<file path="config.mk">
export PLATFORM = sky130hd
export DESIGN_NAME = inst_fetch
export DESIGN_NICKNAME = d
export VERILOG_FILES = /design/src/rtl/inst_fetch.sv
export SDC_FILE = /design/constraint.sdc
export NUM_CORES = 1
export LEC_CHECK = 0
export ABC_AREA = 1
export CAP_MARGIN = 20
export CORE_MARGIN = 3
export CORE_UTILIZATION = 46
export CTS_BUF_LIST = sky130_fd_sc_hd__clkbuf_8 sky130_fd_sc_hd__clkbuf_16
export DETAILED_ROUTE_END_ITERATION = 8
export GPL_TIMING_DRIVEN = 0
export PLACE_DENSITY = 0.95
export SYNTH_ARGS = -nofsm -noshare
export SYNTH_HDL_FRONTEND = slang
export SYNTH_SLANG_ARGS = --single-unit
export TNS_END_PERCENT = 5
</file>
<file path="constraint.sdc">
create_clock -name clk -period 3.4 [get_ports clk]
set_input_delay 0.34 -clock clk [delete_from_list [all_inputs] [get_ports clk]]
set_output_delay 0.34 -clock clk [all_outputs]
set_load 0.02 [all_outputs]
</file>
<file path="src/rtl/inst_fetch.sv">
// Instruction fetch unit: holds the PC, issues one word read per instruction and presents it to decode.
// Optional misaligned-PC fault detection is enabled by defining IFU_ALIGN_CHECK_EN.

`ifndef RISCV_XLEN
`define RISCV_XLEN 32
`endif

module inst_fetch #(
  parameter logic [`RISCV_XLEN-1:0] RESET_PC = `RISCV_XLEN'h8000_0000
) (
  input  logic                   clk,
  input  logic                   rst,
  output logic                   imem_req_valid,
  input  logic                   imem_req_ready,
  output logic [`RISCV_XLEN-1:0] imem_req_addr,
  input  logic                   imem_rsp_valid,
  input  logic [31:0]            imem_rsp_data,
  input  logic                   imem_rsp_err,
  output logic                   id_valid,
  input  logic                   id_ready,
  output logic [31:0]            id_inst,
  output logic [`RISCV_XLEN-1:0] id_pc,
  output logic                   id_fault,
  input  logic                   redirect_valid,
  input  logic [`RISCV_XLEN-1:0] redirect_pc
);

  localparam int unsigned XLEN = `RISCV_XLEN;

  typedef enum logic [1:0] {StBoot, StReq, StWait, StHold} state_e;

  state_e          state_q, state_d;
  logic [XLEN-1:0] pc_q, pc_d;
  logic            drop_q, drop_d;
  logic [31:0]     inst_q, inst_d;
  logic            fault_q, fault_d;
  logic            misaligned;

`ifdef IFU_ALIGN_CHECK_EN
  assign misaligned = (pc_q[1:0] != 2'b00);
`else
  assign misaligned = 1'b0;
`endif

  always_comb begin
    state_d = state_q;
    pc_d    = pc_q;
    drop_d  = drop_q;
    inst_d  = inst_q;
    fault_d = fault_q;
    unique case (state_q)
      StBoot: begin
        state_d = StReq;
        if (redirect_valid) pc_d = redirect_pc;
      end
      StReq: begin
        if (redirect_valid) begin
          pc_d = redirect_pc;
          // The accepted request targets the old PC, so its response must be thrown away.
          if (!misaligned && imem_req_ready) begin
            drop_d  = 1'b1;
            state_d = StWait;
          end
        end else if (misaligned) begin
          inst_d  = 32'h0;
          fault_d = 1'b1;
          state_d = StHold;
        end else if (imem_req_ready) begin
          state_d = StWait;
        end
      end
      StWait: begin
        if (redirect_valid) pc_d = redirect_pc;
        if (imem_rsp_valid) begin
          if (drop_q || redirect_valid) begin
            drop_d  = 1'b0;
            state_d = StReq;
          end else begin
            inst_d  = imem_rsp_err ? 32'h0 : imem_rsp_data;
            fault_d = imem_rsp_err;
            state_d = StHold;
          end
        end else if (redirect_valid) begin
          drop_d = 1'b1;
        end
      end
      StHold: begin
        if (redirect_valid) begin
          pc_d    = redirect_pc;
          state_d = StReq;
        end else if (id_ready) begin
          pc_d    = pc_q + XLEN'(4);
          state_d = StReq;
        end
      end
      default: state_d = StBoot;
    endcase
  end

  always_ff @(posedge clk) begin
    if (rst) begin
      state_q <= StBoot;
      pc_q    <= RESET_PC;
      drop_q  <= 1'b0;
      inst_q  <= 32'h0;
      fault_q <= 1'b0;
    end else begin
      state_q <= state_d;
      pc_q    <= pc_d;
      drop_q  <= drop_d;
      inst_q  <= inst_d;
      fault_q <= fault_d;
    end
  end

  assign imem_req_valid = (state_q == StReq) && !misaligned;
  assign imem_req_addr  = {pc_q[XLEN-1:2], 2'b00};
  assign id_valid       = (state_q == StHold);
  assign id_pc          = pc_q;
  assign id_inst        = inst_q;
  assign id_fault       = fault_q;

endmodule

</file>
==> run_summary.xml <==
<?xml version="1.0" encoding="UTF-8"?>
<metrics>
  <group name="route">
    <metric name="drc" unit="">0</metric>
    <metric name="drt_iter0_markers" unit="">369</metric>
    <metric name="drt.antenna.violating_nets" unit="">0</metric>
    <metric name="count_of_vias_placed_by_the_detailed_router" unit="">4645</metric>
    <metric name="wl" unit="um">13100</metric>
    <metric name="drt_pre_antenna_iters" unit="">6</metric>
    <metric name="route.detailed.wl_per_inst" unit="um">14.7</metric>
    <metric name="route.detailed.vias_per_inst" unit="">5.21</metric>
  </group>
  <group name="setup_path">
    <metric name="cpLargestDelayFamily" unit="">buffers and inverters</metric>
    <metric name="worst_path_largest_cell_delay" unit="ps">640</metric>
    <metric name="cpMaxStageDelayCell" unit="">sky130_fd_sc_hd__clkdlybuf4s50_1</metric>
    <metric name="path_class" unit="">reg -&gt; out</metric>
    <metric name="crit-reg2reg-launch" unit="">state_q[0]$_SDFFE_PP0P_</metric>
    <metric name="worstPathCellList" unit="">ha_1 -&gt; clkdlybuf4s50_1</metric>
    <metric name="worst-path-stages" unit="">2</metric>
    <metric name="ff2ff_setup_slack" unit="ps">1530</metric>
    <metric name="endpoint_kind" unit="">primary output</metric>
    <metric name="crit_buf_inv" unit="">1</metric>
    <metric name="crit_path_start_kind" unit="">register</metric>
    <metric name="worst_ep_arrival_time" unit="ps">1680</metric>
    <metric name="cp_data_required_time" unit="ps">3060</metric>
    <metric name="reg2regPathDepth" unit="">8</metric>
    <metric name="crit-reg2reg-capture" unit="">id_pc[18]$_SDFFE_PP0P_</metric>
    <metric name="path_max_fanout" unit="">6</metric>
  </group>
  <group name="grt">
    <metric name="total_congestion_overflow" unit="">0</metric>
    <metric name="grt_start_max_net_pins" unit="">14</metric>
    <metric name="grt_antenna_before_repair" unit="">0</metric>
    <metric name="first_global_vias" unit="">4505</metric>
    <metric name="first_pass_grt_wire_length" unit="um">21000</metric>
    <metric name="grt_use_total" unit="%">26.3</metric>
  </group>
  <group name="logic_synthesis">
    <metric name="yosys_most_used_dff" unit="">sky130_fd_sc_hd__dfxtp_1</metric>
    <metric name="yosys.area.top_type" unit="">sky130_fd_sc_hd__dfxtp_1</metric>
    <metric name="synth_top_cells_by_area" unit="">sky130_fd_sc_hd__dfxtp_1 35%, sky130_fd_sc_hd__nand2_1 16%, sky130_fd_sc_hd__nor2_1 9.0%, sky130_fd_sc_hd__buf_4 6.7%, sky130_fd_sc_hd__a21oi_1 5.3%</metric>
    <metric name="post_synth_cell_types" unit="">30</metric>
    <metric name="syn-instance-count" unit="">603</metric>
    <metric name="synth_most_common_cell" unit="">sky130_fd_sc_hd__nand2_1</metric>
    <metric name="synthArstFlopShare" unit="%">0</metric>
    <metric name="ys_ff_latch" unit="">68</metric>
    <metric name="post_synth_edffs" unit="">0</metric>
    <metric name="syn-mean-instance-area" unit="um2">6.54</metric>
    <metric name="synth_largest_type_area_fraction" unit="%">34.5</metric>
    <metric name="ys_seq_area_share" unit="%">34.5</metric>
    <metric name="synth.cell_area" unit="um2">3940</metric>
    <metric name="ys.warnings.count" unit="">0</metric>
    <metric name="yosys-top-cells-count" unit="">165 x sky130_fd_sc_hd__nand2_1, 94 x sky130_fd_sc_hd__nor2_1, 68 x sky130_fd_sc_hd__dfxtp_1</metric>
  </group>
  <group name="clock_tree">
    <metric name="postCtsHoldBufs" unit="">0</metric>
    <metric name="clock_tree_from_tritoncts" unit="">done</metric>
    <metric name="cts-htree-levels" unit="">3</metric>
    <metric name="root_buffer_selected_by_cts" unit="">sky130_fd_sc_hd__clkbuf_8</metric>
    <metric name="cts_setup_buffers" unit="">0</metric>
    <metric name="numCtsBuffers" unit="">9</metric>
    <metric name="cts.reportedPaths.clkPinSlew" unit="ps">80</metric>
    <metric name="ctsLongestPathBuffers" unit="">2</metric>
    <metric name="clock_latency_reported_for_the_late_side_of_the_worst_skew_pair" unit="ps">340</metric>
    <metric name="post_cts.resized_instances" unit="">0</metric>
    <metric name="clock-sinks" unit="">68</metric>
  </group>
  <group name="floorplan">
    <metric name="core-area" unit="um2">8260</metric>
    <metric name="overall_die_area" unit="um2">9720</metric>
    <metric name="start_util" unit="%">47.7</metric>
    <metric name="placementRows" unit="">33</metric>
    <metric name="die_w" unit="um">98.6</metric>
    <metric name="floorplan.die.height" unit="um">98.6</metric>
    <metric name="io-pin-count" unit="">170</metric>
  </group>
  <group name="power">
    <metric name="power.density_cell_area" unit="nW/um2">419</metric>
    <metric name="peak_vdd_ir" unit="mV">0.291</metric>
    <metric name="p_leak" unit="nW">2.25</metric>
  </group>
  <group name="sta">
    <metric name="grt_setup_unrepaired" unit="">no</metric>
    <metric name="final.min_clock_period" unit="ps">2020</metric>
    <metric name="final_hold_viol_count" unit="">0</metric>
    <metric name="final_setup_violating_endpoints" unit="">0</metric>
    <metric name="timing_worst_slew_pin_value" unit="ps">537</metric>
    <metric name="max_clock_freq" unit="MHz">494</metric>
    <metric name="skew" unit="ps">10.8</metric>
    <metric name="setup_ws" unit="ps">1380</metric>
    <metric name="final.period_utilization" unit="%">59.5</metric>
    <metric name="timing.slew.headroom" unit="%">64.2</metric>
    <metric name="timing_max_transition_violations_final" unit="">0</metric>
    <metric name="fin_setup_tns" unit="ps">0</metric>
  </group>
  <group name="placement">
    <metric name="post-place-ws" unit="ps">1400</metric>
    <metric name="total_half_perimeter_wirelength_after_legalization_and_detailed_placement" unit="um">10100</metric>
    <metric name="globalplace.congestion" unit="">0.955</metric>
    <metric name="portBuffers" unit="">166</metric>
  </group>
  <group name="hold_path">
    <metric name="min-delay-path-class" unit="">reg -&gt; reg</metric>
    <metric name="hold_path.startpoint" unit="">id_inst[0]$_SDFFE_PP0P_</metric>
    <metric name="timing.hold.worst_path_depth" unit="">2</metric>
    <metric name="hold_end" unit="">id_inst[0]$_SDFFE_PP0P_</metric>
  </group>
  <group name="run">
    <metric name="max_cap_violations" unit="">0</metric>
  </group>
  <group name="layout">
    <metric name="final.fill_count" unit="">644</metric>
    <metric name="final_layout_size_suffix_gt1_share" unit="%">12.2</metric>
    <metric name="nNetsFinal" unit="">858</metric>
    <metric name="insertedDiodeCount" unit="">0</metric>
    <metric name="area_growth_syn_to_layout" unit="%">51.8</metric>
  </group>
  <group name="outcome">
    <metric name="status" unit="">complete, no violations</metric>
  </group>
</metrics>
[stage by stage]
stage / hold slack (ps) / utilization (%) / instance area [um2] / cells / power (mW)
2_1_floorplan: 452 / - / 3950 / 604 / 1.34
3_3_place_gp: 452 / 69.5 / 5740 / 875 / 1.65
3_5_place_dp: 455 / 69.5 / 5740 / 875 / 1.68
4_1_cts: 469 / 72.5 / 5980 / 891 / 2.51
5_1_grt: 479 / 72.5 / 5980 / 891 / 2.61
6_report: 470 / 72.5 / 5980 / 891 / 2.51
[per-layer routing]
metal  wire [um]  vias up  share of wire (%)  GRT usage (%)
li1            -     2267                  -              -
met1        4830     2061                 37           29.4
met2        6360      266                 49           45.6
met3        1380       51                 11           7.78
met4         483        0                3.7           12.6
met5           0        -                  0              0
[cell families after synthesis]
group	Yosys count	share of synthesized area (%)
AND/OR/NAND/NOR	327	35.2
AO/OA/AOI/OAI	101	15.0
buffers and inverters	100	13.2
flip-flops	68	34.5
adder cells (fa/ha/maj)	6	1.90
other	1	0.0951
[state kept, by name, summed over array words and instances (netlist names)]
signal	count
id_fault	1
id_pc	32
state_q	2
drop_q	1
id_inst	32
[worst max-delay path by stage]
stage | from | endpoint
4_1_cts | state_q[0]$_SDFFE_PP0P_ | id_valid
2_1_floorplan | state_q[0]$_SDFFE_PP0P_ | id_pc[13]$_SDFFE_PP0P_
5_1_grt | state_q[0]$_SDFFE_PP0P_ | imem_req_valid
6_report | state_q[0]$_SDFFE_PP0P_ | id_valid
3_3_place_gp | redirect_valid | id_pc[18]$_SDFFE_PP0P_
3_5_place_dp | redirect_valid | id_pc[18]$_SDFFE_PP0P_
[worst register-to-register path, delay by kind of cell (launching register included)]
kind / cells / cell delay, ps
flops: 1 / 430
compound gates: 1 / 50
buf+inv: 3 / 620
simple gates: 3 / 370
fa+ha+maj: 1 / 270
[where the power goes]
part           leakage (nW)  internal (mW)  switching, mW
registers             0.555          0.854         0.0838
clock network         0.116          0.491          0.351
logic                  1.58          0.360          0.369
[placed cells by master, fill, tap and decap left out, types with 2 or more instances in the layout]
cell / n
sky130_fd_sc_hd__conb_1: 2
sky130_fd_sc_hd__nand2_2: 5
sky130_fd_sc_hd__o31ai_1: 2
sky130_fd_sc_hd__or2_2: 2
sky130_fd_sc_hd__nor2_2: 12
sky130_fd_sc_hd__clkbuf_8: 9
sky130_fd_sc_hd__bufinv_16: 3
sky130_fd_sc_hd__nor2_4: 6
sky130_fd_sc_hd__inv_2: 7
sky130_fd_sc_hd__nand4_1: 5
sky130_fd_sc_hd__dfxtp_1: 68
sky130_fd_sc_hd__a211oi_1: 3
sky130_fd_sc_hd__inv_1: 36
sky130_fd_sc_hd__clkbuf_1: 9
sky130_fd_sc_hd__a22oi_1: 23
sky130_fd_sc_hd__a21oi_1: 42
sky130_fd_sc_hd__buf_4: 35
sky130_fd_sc_hd__nor2_1: 94
sky130_fd_sc_hd__o21ai_0: 27
sky130_fd_sc_hd__buf_2: 12
sky130_fd_sc_hd__nand3b_1: 2
sky130_fd_sc_hd__clkinvlp_4: 2
sky130_fd_sc_hd__nand2_1: 165
sky130_fd_sc_hd__nand3_1: 29
sky130_fd_sc_hd__ha_1: 6
sky130_fd_sc_hd__clkdlybuf4s50_1: 166
sky130_fd_sc_hd__nor3_1: 5
[layout make-up]
cell class / instances / area [um2] / area share (%)
timing repair buffer: 166 / 1660 / 27.8
buffer: 57 / 360 / 6.02
tap: 105 / 131 / 2.20
inverter: 43 / 161 / 2.70
clock inverter: 7 / 123 / 2.05
clock buffer: 9 / 124 / 2.07
sequential: 68 / 1360 / 22.7
multi-input combinational: 436 / 2060 / 34.5
No activity file was read; power rests on OpenSTA's default activity.
